File: config.mk
export PLATFORM = sky130hd
export DESIGN_NAME = tff_mod_counter
export DESIGN_NICKNAME = d
export VERILOG_FILES = /design/src/rtl/tff_mod_counter.sv
export SDC_FILE = /design/constraint.sdc
export NUM_CORES = 1
export LEC_CHECK = 0
export ABC_AREA = 1
export BUFFER_PORTS_ARGS = -buffer_cell sky130_fd_sc_hd__buf_2
export CORE_AREA = 10 10 47 49
export CTS_CLUSTER_SIZE = 30
export DETAILED_ROUTE_END_ITERATION = 6
export DIE_AREA = 0 0 57 59
export GPL_TIMING_DRIVEN = 1
export HOLD_SLACK_MARGIN = 0.15
export PLACE_DENSITY = 0.7
export SLEW_MARGIN = 25
export SYNTH_ARGS = -nofsm -noshare
export SYNTH_HDL_FRONTEND = slang
export SYNTH_SLANG_ARGS = --single-unit
File: constraint.sdc
create_clock -name clk -period 2.7 [get_ports clk]
set_input_delay 0.54 -clock clk [delete_from_list [all_inputs] [get_ports clk]]
set_output_delay 0.54 -clock clk [all_outputs]
set_load 0.02 [all_outputs]
File: src/rtl/tff_mod_counter.sv
// tff_mod_counter
//
// Synchronous modulo-MODULUS up/down counter built from per-bit toggle logic.
// Each cycle the next count is computed, and the per-bit toggle vector
// t_vec = q ^ next_q is derived from it. The state register only ever updates
// as q <= q ^ t_vec, which mirrors the behaviour of a bank of single-bit
// T flip-flops. t_vec is exported so downstream T flip-flop stages can be
// driven directly, and wrap carries into the next counter stage.
//
// Parameters:
//   WIDTH    counter width in bits
//   MODULUS  count range 0..MODULUS-1, legal range 2..2**WIDTH
//
// Ports:
//   clk       in   rising-edge clock
//   rst       in   synchronous active-high reset
//   en        in   count enable
//   up        in   direction, 1 = up, 0 = down
//   load      in   synchronous parallel load of d (beats en)
//   d         in   load value
//   q         out  registered count
//   qb        out  bitwise complement of q
//   t_vec     out  combinational per-bit toggle vector (q ^ next_q)
//   tc        out  combinational terminal count
//   wrap      out  registered one-cycle wrap pulse
//   load_err  out  registered one-cycle out-of-range load flag

module tff_mod_counter #(
  parameter int WIDTH   = 4,
  parameter int MODULUS = 10
) (
  input  logic             clk,
  input  logic             rst,
  input  logic             en,
  input  logic             up,
  input  logic             load,
  input  logic [WIDTH-1:0] d,
  output logic [WIDTH-1:0] q,
  output logic [WIDTH-1:0] qb,
  output logic [WIDTH-1:0] t_vec,
  output logic             tc,
  output logic             wrap,
  output logic             load_err
);

  // An out-of-range modulus would let the count escape its range, so refuse
  // to elaborate rather than build a broken counter.
  generate
    if (MODULUS < 2 || MODULUS > (1 << WIDTH)) begin : g_bad_modulus
      $error("tff_mod_counter: MODULUS must satisfy 2 <= MODULUS <= 2**WIDTH");
    end
  endgenerate

  // MOD_EXT is one bit wider so MODULUS == 2**WIDTH still compares correctly
  // against an extended load value.
  localparam logic [WIDTH-1:0] MAX_VAL = WIDTH'(MODULUS - 1);
  localparam logic [WIDTH:0]   MOD_EXT = (WIDTH + 1)'(MODULUS);
  localparam logic [WIDTH-1:0] ONE     = WIDTH'(1);
  localparam logic [WIDTH-1:0] ZERO    = '0;

  logic [WIDTH-1:0] next_q;
  logic             wrap_next;
  logic             load_err_next;
  logic             at_top;
  logic             at_bottom;
  logic             load_in_range;

  assign at_top        = (q == MAX_VAL);
  assign at_bottom     = (q == ZERO);
  assign load_in_range = ({1'b0, d} < MOD_EXT);

  // Next-count selection with load above count enable. Every hold case
  // leaves next_q equal to q, which makes t_vec zero. Reset is not folded in
  // here: t_vec describes the counting path the T stages follow.
  always_comb begin
    next_q        = q;
    wrap_next     = 1'b0;
    load_err_next = 1'b0;
    if (load) begin
      if (load_in_range) begin
        next_q = d;
      end else begin
        next_q        = ZERO;
        load_err_next = 1'b1;
      end
    end else if (en) begin
      if (up) begin
        if (at_top) begin
          next_q    = ZERO;
          wrap_next = 1'b1;
        end else begin
          next_q = q + ONE;
        end
      end else begin
        if (at_bottom) begin
          next_q    = MAX_VAL;
          wrap_next = 1'b1;
        end else begin
          next_q = q - ONE;
        end
      end
    end
  end

  assign t_vec = q ^ next_q;
  assign qb    = ~q;
  assign tc    = en & ~load & (up ? at_top : at_bottom);

  // State register: toggles exactly the bits flagged in t_vec. The two
  // status flags are re-evaluated every edge so each pulse lasts one cycle
  // unless its cause repeats on the following edge.
  always_ff @(posedge clk) begin
    if (rst) begin
      q        <= ZERO;
      wrap     <= 1'b0;
      load_err <= 1'b0;
    end else begin
      q        <= q ^ t_vec;
      wrap     <= wrap_next;
      load_err <= load_err_next;
    end
  end

endmodule
==> impl_metrics.tcl <==
set metrics [dict create \
    crit_path_start "q[0]" \
    synth.area.top_cells "nand2_1 23%, dfxtp_1 22%, nand3_1 11%, ha_1 7.0%, nor2_1 5.6%" \
    areaGrowthSynthToFinish_pct 26.64 \
    vdd_ir_drop_max_uv 316.5 \
    cts_root_buffer "clkbuf_4" \
    drv_slew 0 \
    vias_per_cell 4.917 \
    layout_min_cycle_time_ps 2472 \
    min_period_over_period_pct 91.55 \
    power.density_mw_per_mm2 457.2 \
    drv_cap 0 \
    hold_slack_ps 546.4 \
    cp.buffers_inverters 2 \
    htree_num_levels 1 \
    ant_nets 0 \
    dr.pass1.iters 4 \
    nets 130 \
    routedWlPerCell_microns 11.79 \
    path_clk_slew_ps 40 \
    rrSetupSlack_ps 1130 \
    fillers 171 \
    post-place-ws_ps 491.5 \
    antenna_cells 0 \
    synth_seq_cells 6 \
    post-dp-hpwl_mm 1.288 \
    rsz0062_at_grt "no" \
    die-area_sq_mm 0.003363 \
    dpl_cell_area_sq_um 655.6 \
    grt_pass1_wl_mm 2.628 \
    finalWorstSetupSlack_ps 228.1 \
    vias 649 \
    row_count 14 \
    whs_endpoint "q[1]" \
    path_cells "inv_1 -> ha_1 -> o21ai_0 -> a21oi_1 -> nand2_2 -> nand3_2 -> nand2_2 -> nand2_1 -> nand2_1 -> buf_2" \
    p_total_uw 310.0 \
    slowest_delay_ps 460 \
    drcViolationCount 0 \
    num_io_pins 24 \
    critPathSlowestCell "dfxtp_1" \
    cp.arrival_ps 1930 \
    antenna_found_initial 0 \
    setup_viol 0 \
    yosysTopAreaCell "nand2_1" \
    hp-class "primary input to register" \
    crit_path_end_kind "output pin" \
    numPortBuffers 23 \
    cts_num_sinks 6 \
    place.gp.congestion 0.8698 \
    core-area_sq_mm 0.001401 \
    status "finished clean" \
    fin_setup_tns_ps 0 \
    grt-ovfl-total 0 \
    postLayoutCoreUtil_pct 48.39 \
    hold_viol_final 0 \
    postCtsHoldBufs 0 \
    drt_iter0_markers 8 \
    tightestPinTransition_ps 353.3 \
    crit-reg2reg-launch "q[0]" \
    fin_skew_ps 0.6004 \
    holdPathStages 2 \
    dieHeight_microns 59 \
    critical-path-top-delay-family "flip-flops" \
    grt.total_usage_pct 9.650 \
    cts_tree "done" \
    crit_fanout 8 \
    p_leak_nw 0.3736 \
    wirelength_mm 1.556 \
    post_cts_resized 0 \
    synth.cell_area_sq_um 535.5 \
    die_w_microns 57 \
    final_layout_size_suffix_gt1_share_pct 30.17 \
    first_global_vias 630 \
    clk_path_buf_depth 2 \
    cts_buffers 3 \
    crit_required_ps 2160 \
    postSynthCellCount 92 \
    yosysTopAreaCellShare_pct 23.13 \
    grt_max_degree 12 \
    clk_latency_ps 250 \
    max_freq_mhz 404.5 \
    seq_area_frac_synth_pct 22.43 \
    postCtsSetupRepairBufs 0 \
    critPathKind "register to output pin" \
    synthesis.nets 104 \
    layoutNonFillerInstCount 132 \
    relSlewSlack_pct 76.41 \
    startpoint_type "register" \
    min_from "rst" \
    rr_worst_depth 8 \
    yosys_warnings 0 \
    start_util_pct 38.21 \
    reg2reg_to "q[1]" \
    ys_types 20 \
    fin_area_sq_um 678.2 \
    syn_area_per_cell_sq_um 5.821 \
    place_inst 129 \
]
## flip-flops by register name, indices dropped and copies added, names as in the netlist
| register | cells |
|---|---|
| q | 4 |
| wrap | 1 |
| load_err | 1 |
## worst max-delay path by stage
stage / to / slack, ps / depth (start not counted)
2_1_floorplan: t_vec[1] / 450 / 9
3_3_place_gp: t_vec[2] / 530 / 12
3_5_place_dp: t_vec[2] / 490 / 12
4_1_cts: t_vec[1] / 220 / 10
5_1_grt: t_vec[3] / 40 / 10
6_report: t_vec[1] / 230 / 10
## cell usage after synthesis
cell,n
nor4_1,1
o21ai_0,2
dfxtp_1,6
or2_0,1
nand3_1,12
nor2_2,1
ha_1,3
clkbuf_1,1
inv_2,3
nand3_2,1
buf_6,1
nand2_2,3
o211ai_1,1
nor3_1,2
nor2_1,8
nand4_1,1
o21ai_2,1
nand2_1,33
inv_1,6
a21oi_1,5
## layout by cell type, fill, tap and decap left out, types with 2 or more instances in the layout
master	Yosys	layout
o21ai_0	2	2
nand3_1	12	12
nor2_1	8	8
clkbuf_4	0	3
ha_1	3	3
inv_2	3	3
buf_2	0	23
nand2_1	33	33
dfxtp_1	6	6
inv_1	6	6
nand2_2	3	3
a21oi_1	5	5
nor3_1	2	2
## cells by family after synthesis
family	count (synthesis)	share of synthesized area, %
simple gates	63	51.87
buf+inv	11	9.111
compound gates	9	9.580
flops	6	22.43
fa+ha+maj	3	7.010
## power by group
part           leakage (nW)  total (mW)  internal [mW]  switching [mW]
Combinational         0.310       0.121         0.0419          0.0787
Clock                0.0138      0.0844         0.0504          0.0340
Sequential           0.0494       0.105         0.0943          0.0107
Total                 0.374       0.310          0.187           0.123
## routing by layer
layer | share of wire, % | global-route usage (%)
met1 | 42 | 9.535
met2 | 48 | 16.43
met3 | 7.6 | 5.365
met4 | 1.8 | 4.027
met5 | 0 | 0
## worst reg2reg max path: stages, from the launching register on
cell     delay (ps)
dfxtp_1         460
inv_1           180
ha_1            290
o21ai_0         190
a21oi_1         100
nand2_2          70
nand3_2          70
nand2_2          70
nor2_1           40
## layout make-up
cell class                      count  area, sq um  share of cell area, %
Timing Repair Buffer               23        115.1                  16.97
Sequential cell                     6        120.1                  17.71
Inverter                            9        33.78                  4.982
Clock buffer                        3        22.52                  3.321
Tap cell                           16        20.02                  2.952
Multi-Input combinational cell     75        366.6                  54.06
(Power assumes the default switching activity.)
